**config.mk**
```make
export PLATFORM = sky130hd
export DESIGN_NAME = reg16_serial_tx
export DESIGN_NICKNAME = d
export VERILOG_FILES = /design/src/rtl/reg16_serial_tx.sv
export SDC_FILE = /design/constraint.sdc
export NUM_CORES = 1
export LEC_CHECK = 0
export ABC_CLOCK_PERIOD_IN_PS = 1750
export BUFFER_PORTS_ARGS = -buffer_cell sky130_fd_sc_hd__buf_2
export CAP_MARGIN = 20
export CELL_PAD_IN_SITES_DETAIL_PLACEMENT = 0
export CELL_PAD_IN_SITES_GLOBAL_PLACEMENT = 1
export CORE_UTILIZATION = 30
export CTS_CLUSTER_SIZE = 24
export DETAILED_ROUTE_END_ITERATION = 8
export PLACE_DENSITY = 0.6
export RECOVER_POWER = 25
export SKIP_CTS_REPAIR_TIMING = 1
export SKIP_LAST_GASP = 1
export SLEW_MARGIN = 25
export SYNTH_ARGS = -nofsm -noshare
export SYNTH_HDL_FRONTEND = slang
export SYNTH_SLANG_ARGS = --single-unit
```
**constraint.sdc**
```tcl
create_clock -name clk -period 1.75 [get_ports clk]
set_input_delay 0.175 -clock clk [delete_from_list [all_inputs] [get_ports clk]]
set_output_delay 0.175 -clock clk [all_outputs]
set_load 0.01 [all_outputs]
```
**src/rtl/reg16_serial_tx.sv**
```systemverilog
// reg16_serial_tx: parallel-to-serial transmitter.
// Accepts a DATA_W-bit word on a valid/ready handshake and shifts it out
// MSB-first on ser_out. Each bit is held CLKS_PER_BIT cycles, and ser_frame
// is high while a bit of the frame is on the line. done pulses for one cycle
// after the final bit.
// Optional build macro TX_PARITY_EN: appends one even-parity bit (XOR of the
// data bits) to each frame. Without the macro no parity logic exists.
module reg16_serial_tx #(
  parameter int DATA_W       = 16,
  parameter int CLKS_PER_BIT = 1
) (
  input  logic              clk,
  input  logic              rst_n,
  input  logic [DATA_W-1:0] in_data,
  input  logic              in_valid,
  output logic              in_ready,
  output logic              ser_out,
  output logic              ser_frame,
  output logic              done
);

  // Number of serial bits in one frame (data bits, plus parity when enabled).
`ifdef TX_PARITY_EN
  localparam int NBITS = DATA_W + 1;
`else
  localparam int NBITS = DATA_W;
`endif

  // The bit counter must reach NBITS-1; the cycle counter must reach
  // CLKS_PER_BIT-1. Neither ever counts past its terminal value.
  localparam int BIT_W = $clog2(NBITS);
  localparam int CYC_W = (CLKS_PER_BIT > 1) ? $clog2(CLKS_PER_BIT) : 1;

  localparam logic [BIT_W-1:0] LAST_BIT  = BIT_W'(NBITS - 1);
  localparam logic [CYC_W-1:0] CYC_LAST  = CYC_W'(CLKS_PER_BIT - 1);
`ifdef TX_PARITY_EN
  localparam logic [BIT_W-1:0] LAST_DATA = BIT_W'(DATA_W - 1);
`endif

  typedef enum logic {
    IDLE  = 1'b0,
    SHIFT = 1'b1
  } state_t;

  state_t state_q, state_d;

  // The MSB goes straight to ser_out on the accept edge, so the shift register
  // only needs to keep the remaining DATA_W-1 bits, next bit in its top position.
  logic [DATA_W-2:0] shift_q, shift_d;
  logic [BIT_W-1:0]  bit_cnt_q, bit_cnt_d;
  logic [CYC_W-1:0]  cyc_cnt_q, cyc_cnt_d;
  logic              ser_out_q, ser_out_d;
  logic              ser_frame_q, ser_frame_d;
  logic              in_ready_q, in_ready_d;
  logic              done_q, done_d;
`ifdef TX_PARITY_EN
  logic              parity_q, parity_d;
`endif

  // Next-state and next-output logic for the IDLE/SHIFT sequencer.
  always_comb begin
    state_d     = state_q;
    shift_d     = shift_q;
    bit_cnt_d   = bit_cnt_q;
    cyc_cnt_d   = cyc_cnt_q;
    ser_out_d   = ser_out_q;
    ser_frame_d = ser_frame_q;
    in_ready_d  = in_ready_q;
    done_d      = 1'b0;
`ifdef TX_PARITY_EN
    parity_d    = parity_q;
`endif

    unique case (state_q)
      IDLE: begin
        // Line is quiet while idle; a word is taken only when we advertise ready.
        ser_out_d   = 1'b0;
        ser_frame_d = 1'b0;
        in_ready_d  = 1'b1;
        if (in_valid && in_ready_q) begin
          shift_d     = in_data[DATA_W-2:0];
          ser_out_d   = in_data[DATA_W-1];
          ser_frame_d = 1'b1;
          in_ready_d  = 1'b0;
          bit_cnt_d   = '0;
          cyc_cnt_d   = '0;
`ifdef TX_PARITY_EN
          parity_d    = ^in_data;
`endif
          state_d     = SHIFT;
        end
      end

      SHIFT: begin
        if (cyc_cnt_q == CYC_LAST) begin
          cyc_cnt_d = '0;
          if (bit_cnt_q == LAST_BIT) begin
            // Final bit has been held long enough: close the frame. The done
            // cycle doubles as the mandatory idle gap before the next frame.
            ser_out_d   = 1'b0;
            ser_frame_d = 1'b0;
            done_d      = 1'b1;
            in_ready_d  = 1'b1;
            bit_cnt_d   = '0;
            state_d     = IDLE;
`ifdef TX_PARITY_EN
          end else if (bit_cnt_q == LAST_DATA) begin
            // Data bits exhausted: the parity bit occupies one more bit slot.
            ser_out_d = parity_q;
            bit_cnt_d = bit_cnt_q + 1'b1;
`endif
          end else begin
            ser_out_d = shift_q[DATA_W-2];
            shift_d   = shift_q << 1;
            bit_cnt_d = bit_cnt_q + 1'b1;
          end
        end else begin
          cyc_cnt_d = cyc_cnt_q + 1'b1;
        end
      end

      default: begin
        state_d = IDLE;
      end
    endcase
  end

  // State and output registers; a low rst_n at the edge wins over everything,
  // aborting any frame in flight without a done pulse.
  always_ff @(posedge clk) begin
    if (!rst_n) begin
      state_q     <= IDLE;
      shift_q     <= '0;
      bit_cnt_q   <= '0;
      cyc_cnt_q   <= '0;
      ser_out_q   <= 1'b0;
      ser_frame_q <= 1'b0;
      in_ready_q  <= 1'b1;
      done_q      <= 1'b0;
`ifdef TX_PARITY_EN
      parity_q    <= 1'b0;
`endif
    end else begin
      state_q     <= state_d;
      shift_q     <= shift_d;
      bit_cnt_q   <= bit_cnt_d;
      cyc_cnt_q   <= cyc_cnt_d;
      ser_out_q   <= ser_out_d;
      ser_frame_q <= ser_frame_d;
      in_ready_q  <= in_ready_d;
      done_q      <= done_d;
`ifdef TX_PARITY_EN
      parity_q    <= parity_d;
`endif
    end
  end

  assign in_ready  = in_ready_q;
  assign ser_out   = ser_out_q;
  assign ser_frame = ser_frame_q;
  assign done      = done_q;

endmodule

```
# After elaboration in Yosys (flattened, before gate mapping)
# Cells that the tools add are included.
# word_totals
word_cells,49
in_bits,19
reg_bits,25
output_inout_bits,4
# op_classes
n_bitwise,2
n_eq_ne,5
muxes,27
n_reduce_logical,5
n_addsub,2
# op_table
op,count
2-to-1 mux 15 bit,3
one-hot mux 15 bit (2 select lines),1
2-to-1 mux 1 bit,14
2-to-1 mux 4 bit,3
one-hot mux 1 bit (2 select lines),5
one-hot mux 4 bit (2 select lines),1
!= test 2 bit (second input constant),3
adder 4 x 1 -> 4 bit (second input constant),1
equality test 4 bit (second input constant),1
AND reduction 2 bit,2
AND reduction 3 bit,1
OR reduction 3 bit,1
!= test 2 x 1 -> 1 bit (second input constant),1
inverter 1 bit,2
adder 1 bit (second input constant),1
logical AND 1 bit,1

# Depth between registers and ports, before layout
# Gate-level depths: netlist of the first run.
# logic_depth
word_depth,4
mapped_depth,6
mapped_depth_nobuf,4

# Least setup slack after synthesis of the first run
# Ideal clock, no wire load.
# synth_timing
path_kind,reg2reg
startpoint,register bit_cnt_q[0]
endpoint,register shift_q[12]
period_less_slack_ps,1340
stages_incl_launch_ff,7
t_required_ps,1616
path_slack_ps,410
setup_time_ps,134
arrival_ps,1206
path_buffers,2
cell_sequence,dfxtp_1 -> ha_1 -> and4_1 -> buf_4 -> buf_6 -> a32oi_1 -> a21oi_1
# synth_between
elab_chain_cells,3
# synth_rtl
item,line,rtl
from (decl),50,"logic [BIT_W-1:0] bit_cnt_q, bit_cnt_d;"
from (signal assigned),146,bit_cnt_q <= bit_cnt_d;
equality test 4 bit,97,if (bit_cnt_q == LAST_BIT) begin
!= test 2 bit (no source line),--,
AND reduction 3 bit (no source line),--,
to (signal assigned),145,shift_q <= shift_d;
to (decl),49,"logic [DATA_W-2:0] shift_q, shift_d;"
# No other way between the ends.
# A chain may end at the register's enable or synchronous reset.

# Worst setup path after layout of the first run
# layout_timing
startpoint,register bit_cnt_q[1]
endpoint,register shift_q[13]
# The elaborated chain is that of the path after synthesis.

==> results.cfg, run 1 <==
[status]
outcome = finished clean

[global_routing]
grt_pass1_wl_um = 5078
antenna_found_initial = 0
grt_pass1_vias = 1053
grt_usage_pct = 15.44
grt_max_degree = 26
grt.overflow.total = 0

[synthesis]
synth_area_um2 = 1200
yosysWarnings = 0
synth_nets = 151
ys_ff_latch = 24
ys_seq_area_share_pct = 40.04
synth-edff-count = 0
ys.flop_type = dfxtp_1
syn_area_per_cell_um2 = 9.160
synth-async-reset-ratio_pct = 0
netlist_instances = 131
synth.distinct_cells = 27

[drt]
post_drt_wl_per_cell_um = 15.73
viasPerCell = 5.847
ant_nets = 0
totalWireLength_um = 3083
firstDrtPassIters = 4
dr_total_vias = 1146
drc_errors = 0
drt_iter0_drc = 49

[critical_path]
timing.rr.end = shift_q[13]$_SDFFE_PN0P_
crit_buf_inv = 0
crit_required_ns = 1.95
r2r-start = bit_cnt_q[1]$_SDFFE_PN0P_
critPathMaxFanout = 15
crit_family = simple AND/OR/NAND/NOR gates
critPathKind = register to register
arrival_ns = 1.76
worst-r2r-setup-slack_ns = 0.19
critPathMaxStageDelay_ns = 0.57
crit_path_start_kind = register
reg2reg_depth = 4
cp_slowest_cell = and4_1
endpoint_kind = register
path_cells = ha_1 > and4_1 > a32oi_1 > a21oi_1

[clock_tree]
cts_buffers = 3
clkTransAtPathRegs_ns = 0.09
cts.path.max_buffers = 2
root_buffer = clkbuf_8
htreeDepth = 1
cts_tree = yes
clock_sinks = 24
clk_latency_ns = 0.26

[final_layout]
final_layout_size_suffix_gt1_share_pct = 20.95
diodes = 0
stdcell_count = 196
syn_to_final_growth_pct = 15.64
nNetsFinal = 169

[power_and_ir_drop]
p_leak_nw = 0.5141
p_per_area_nw_per_um2 = 927.0
ir_worst_vdd_mv = 0.2657

[run]
max_cap_viol_count = 0

[sta]
max_slew.worst_pin.slew_ns = 0.5545
max_freq_ghz = 0.6394
setup-tns-final_ns = 0
period_share_pct = 89.37
slew_headroom_pct = 63.03
skew_ns = 0.003777
setup_viol = 0
hold_viol_final = 0
slew_violations = 0
rsz0062_at_grt = false
period_needed_ns = 1.564

[placed_design]
placed_cells = 192
dp_hpwl_um = 1957
gp_routability_congestion = 0.6918
io_buffer_count = 22

[worst_hold_path]
min_to = in_ready$_SDFFE_PN1P_
hold_class = input port to register
hp-start = rst_n
whs_path_depth = 2

[floorplanning]
ios = 23
core-area_um2 = 3744
row_count = 22
start_util_pct = 32.05
fp.dieH_um = 65.24
die_area_um2 = 4256
die_w_um = 65.24
[metal layers]
layer	part of all wire, %	GRT usage (%)	vias to the layer above
met5	0	0	-
met4	0.75	5.707	0
li1	-	-	555
met1	51	21.47	547
met2	43	24.10	42
met3	4.9	2.083	2
[layout by cell type (no fill, tap or decap)]
| master | netlist | final |
|---|---|---|
| inv_1 | 2 | 2 |
| a21oi_1 | 21 | 21 |
| and3b_1 | 1 | 1 |
| and2_1 | 1 | 1 |
| nand3_1 | 5 | 5 |
| nor3b_1 | 1 | 1 |
| or2_0 | 1 | 1 |
| nor2_1 | 2 | 2 |
| a21oi_2 | 1 | 1 |
| ha_1 | 1 | 1 |
| a32oi_1 | 15 | 15 |
| and4b_1 | 14 | 14 |
| nand2_2 | 1 | 1 |
| a31oi_1 | 14 | 14 |
| clkbuf_1 | 2 | 3 |
| buf_4 | 2 | 4 |
| and4_1 | 1 | 1 |
| nand2_1 | 5 | 5 |
| buf_2 | 8 | 19 |
| nand3b_1 | 2 | 2 |
| a211o_1 | 1 | 1 |
| o211ai_1 | 1 | 1 |
| inv_2 | 1 | 1 |
| clkbuf_2 | 0 | 1 |
| or3_1 | 1 | 1 |
| bufinv_16 | 0 | 1 |
| o21ai_1 | 1 | 1 |
| dfxtp_1 | 24 | 24 |
| clkbuf_8 | 0 | 3 |
[layout make-up]
| cell class | count | area [µm²] |
|---|---|---|
| fillers | 411 | 2356 |
| multi-input cells | 90 | 623.1 |
| flip-flops and latches | 24 | 480.5 |
| repair buffers | 27 | 141.4 |
| well taps | 48 | 60.06 |
| clock buffers | 3 | 41.29 |
| clock inverters | 1 | 30.03 |
| inverters | 3 | 11.26 |
[metrics by stage]
step,total power [mW],setup slack (ns),area (µm²),hold slack (ns),util [%]
final,1.286,0.1860,1388,0.1053,37.07
after global routing,1.348,0.06982,1388,0.1060,37.07
after CTS,1.297,0.2061,1394,0.1030,37.23
after detailed placement,0.8089,0.2175,1323,0.3934,35.33
after global placement,0.8043,0.2984,1323,0.3829,35.33
after floorplan,0.7455,0.4097,1200,0.2550,-
[how the worst max path moves through the flow]
stage,cells past startpoint,to,slack [ns],from
floorplan,6,shift_q[12]$_SDFFE_PN0P_,0.41,bit_cnt_q[0]$_SDFFE_PN0P_
global placement,4,shift_q[6]$_SDFFE_PN0P_,0.30,bit_cnt_q[0]$_SDFFE_PN0P_
detailed placement,4,shift_q[13]$_SDFFE_PN0P_,0.22,bit_cnt_q[0]$_SDFFE_PN0P_
CTS,4,shift_q[13]$_SDFFE_PN0P_,0.21,bit_cnt_q[0]$_SDFFE_PN0P_
global route,4,shift_q[4]$_SDFFE_PN0P_,0.07,bit_cnt_q[0]$_SDFFE_PN0P_
finish,4,shift_q[13]$_SDFFE_PN0P_,0.19,bit_cnt_q[1]$_SDFFE_PN0P_
[logic make-up (layout without fill, tap and decap cells)]
kind of cell | Yosys count | after routing | share of synthesized area [%]
buf+inv | 17 | 34 | 8.029
fa+ha+maj | 1 | 1 | 1.043
flops | 24 | 24 | 40.04
compound gates | 54 | 54 | 29.51
simple gates | 35 | 35 | 21.38
[sequential cells by signal, indices dropped and copies added (netlist names)]
name / flops
bit_cnt_q: 4
ser_frame: 1
state_q: 1
ser_out: 1
done: 1
in_ready: 1
shift_q: 15
[report_power, final]
group	switching, mW	internal, mW	total (mW)	leakage (nW)
Combinational	0.103	0.0790	0.182	0.282
Sequential	0.0339	0.581	0.615	0.196
Clock	0.183	0.306	0.489	0.0357
[cell usage after synthesis, drive strengths merged (2+ instances only)]
cell type | n | area, µm²
dfxtp | 24 | 480.5
a21oi | 22 | 113.9
a32oi | 15 | 131.4
a31oi | 14 | 87.58
and4b | 14 | 140.1
buf | 12 | 77.57
nand2 | 6 | 25.03
nand3 | 5 | 25.02
inv | 3 | 11.26
clkbuf | 2 | 7.510
nand3b | 2 | 15.01
nor2 | 2 | 7.510
Note: power is estimated with default switching activity, not from simulation.
==> inputs of run 2 (changes only) <==
--- a/config.mk
+++ b/config.mk
@@ -13,6 +13,7 @@
 export CORE_UTILIZATION = 30
 export CTS_CLUSTER_SIZE = 24
 export DETAILED_ROUTE_END_ITERATION = 8
+export GPL_TIMING_DRIVEN = 0
 export PLACE_DENSITY = 0.6
 export RECOVER_POWER = 25
 export SKIP_CTS_REPAIR_TIMING = 1
==> results.cfg, run 2 (same netlist as run 1, synthesis figures left out) <==
[final_layout]
layout_common_cells = buf_2, dfxtp_1, a21oi_1, a32oi_1
final_layout_size_suffix_gt1_share_pct = 22.29
syn_to_final_growth_pct = 19.39
largest_reg_flops = 15
largestRegisters = shift_q (15), bit_cnt_q (4)
stdcell_count = 205
fillers = 424
layout_commonest_cell = buf_2
largest_register = shift_q
diodes = 0
nNetsFinal = 178

[power_and_ir_drop]
ir_worst_vdd_mv = 0.6606
pwr-share-comb_pct = 14.8
p_int_uw = 969.1
power.switching_uw = 331.4
power_frac_clock_pct = 38.1
p_per_area_nw_per_um2 = 907.8
pwr-share-seq_pct = 47.0
p_leak_nw = 0.5434
netSwitchingFraction_pct = 25.48

[status]
outcome = finished clean

[worst_hold_path]
hp-start = rst_n
hold_class = input port to register
whs_path_depth = 2
min_to = in_ready$_SDFFE_PN1P_

[drt]
ant_nets = 0
viasPerCell = 5.639
totalWireLength_um = 3339
firstDrtPassIters = 4
drc_errors = 0
drt_iter0_drc = 82
dr_total_vias = 1156
post_drt_wl_per_cell_um = 16.29

[global_routing]
grt_max_degree = 15
grt_pass1_wl_um = 5471
grt.overflow.total = 0
grt_pass1_vias = 1076
grt_usage_pct = 16.56
antenna_found_initial = 0

[critical_path]
timing.rr.end = shift_q[14]$_SDFFE_PN0P_
critPathMaxStageDelay_ns = 0.39
crit_required_ns = 1.95
r2r-start = bit_cnt_q[0]$_SDFFE_PN0P_
arrival_ns = 1.72
crit_path_start_kind = register
endpoint_kind = register
critPathMaxFanout = 10
critPathKind = register to register
reg2reg_depth = 5
worst-r2r-setup-slack_ns = 0.23
cp_slowest_cell = clkbuf_1
path_cells = ha_1 > nand3_1 > clkbuf_1 > a32oi_1 > a21oi_1

[placed_design]
io_buffer_count = 22
dp_hpwl_um = 2247
gp_routability_congestion = 0.7295
placed_cells = 201

[sta]
rsz0062_at_grt = false
max_slew.worst_pin.slew_ns = 0.4929
period_share_pct = 86.80
max_freq_ghz = 0.6583
setup-tns-final_ns = 0
slew_violations = 0
setup_viol = 0
hold_viol_final = 0
skew_ns = 0.001649
slew_headroom_pct = 67.14
period_needed_ns = 1.519

[floorplanning]
core-area_um2 = 3744
row_count = 22
ios = 23
die_w_um = 65.24
start_util_pct = 32.05
die_area_um2 = 4256
fp.dieH_um = 65.24

[clock_tree]
clk_latency_ns = 0.27
htreeDepth = 1
clock_sinks = 24
cts_buffers = 3
root_buffer = clkbuf_8
cts_tree = yes
clkTransAtPathRegs_ns = 0.09
cts.path.max_buffers = 2

[run]
max_cap_viol_count = 0
==> run 2: changes by cell type in the layout (fill, tap and decap cells not counted) <==
| cell | delta |
|---|---|
| buf_4 | -2 |
| clkbuf_2 | -1 |
| buf_2 | +6 |
| buf_6 | +2 |
| nand2_1 | +1 |
| clkbuf_1 | +4 |
| nand2_2 | -1 |
==> run 2: critical path: cells and delay by family, from the launching register on <==
kind / cells / cell delay, ns
buf+inv: 1 / 0.39
compound gates: 2 / 0.33
flops: 1 / 0.35
simple gates: 1 / 0.14
fa+ha+maj: 1 / 0.24
==> run 2: final cells by class <==
type                            count  area [µm²]  share of cell area (%)
Tap cell                           48       60.06                   4.192
Multi-Input combinational cell     90       620.6                   43.32
Timing Repair Buffer               22       105.1                   7.336
Buffer                             14       83.83                   5.852
Sequential cell                    24       480.5                   33.54
Clock inverter                      1       30.03                   2.096
Inverter                            3       11.26                  0.7860
Clock buffer                        3       41.29                   2.882
==> run 2: worst max path at each step <==
| stage | cells past startpoint | slack, ns | to | from |
|---|---|---|---|---|
| after floorplan | 6 | 0.41 | shift_q[12]$_SDFFE_PN0P_ | bit_cnt_q[0]$_SDFFE_PN0P_ |
| after global placement | 6 | 0.30 | shift_q[14]$_SDFFE_PN0P_ | bit_cnt_q[0]$_SDFFE_PN0P_ |
| after detailed placement | 6 | 0.30 | shift_q[14]$_SDFFE_PN0P_ | bit_cnt_q[0]$_SDFFE_PN0P_ |
| after CTS | 6 | 0.29 | shift_q[14]$_SDFFE_PN0P_ | bit_cnt_q[0]$_SDFFE_PN0P_ |
| after global routing | 5 | 0.12 | shift_q[9]$_SDFFE_PN0P_ | bit_cnt_q[0]$_SDFFE_PN0P_ |
| final | 5 | 0.23 | shift_q[14]$_SDFFE_PN0P_ | bit_cnt_q[0]$_SDFFE_PN0P_ |
==> run 2: metrics by stage <==
step	total power, mW	hold WS (ns)	worst slack [ns]	util, %	cell area (µm²)
after global routing	1.363	0.09746	0.1165	38.27	1433
after floorplan	0.7455	0.2550	0.4097	-	1200
final	1.301	0.09738	0.2310	38.27	1433
after CTS	1.315	0.08784	0.2893	38.50	1441
after global placement	0.8130	0.3926	0.2974	36.60	1370
after detailed placement	0.8176	0.3858	0.2994	36.60	1370
==> run 2: routing by layer <==
metal / routed length, µm / track usage [%]
met5: 0 / 0
met1: 1621 / 21.95
met4: 23 / 3.261
met2: 1510 / 27.71
met3: 184 / 3.299
==> run 2: power groups by stage <==
stage / Sequential (mW) / Clock [mW] / Combinational (mW)
after floorplan: 0.618 / 0 / 0.128
after CTS: 0.610 / 0.509 / 0.195
final: 0.611 / 0.496 / 0.193
after detailed placement: 0.623 / 0 / 0.195
after global placement: 0.622 / 0 / 0.191
after global routing: 0.616 / 0.534 / 0.213
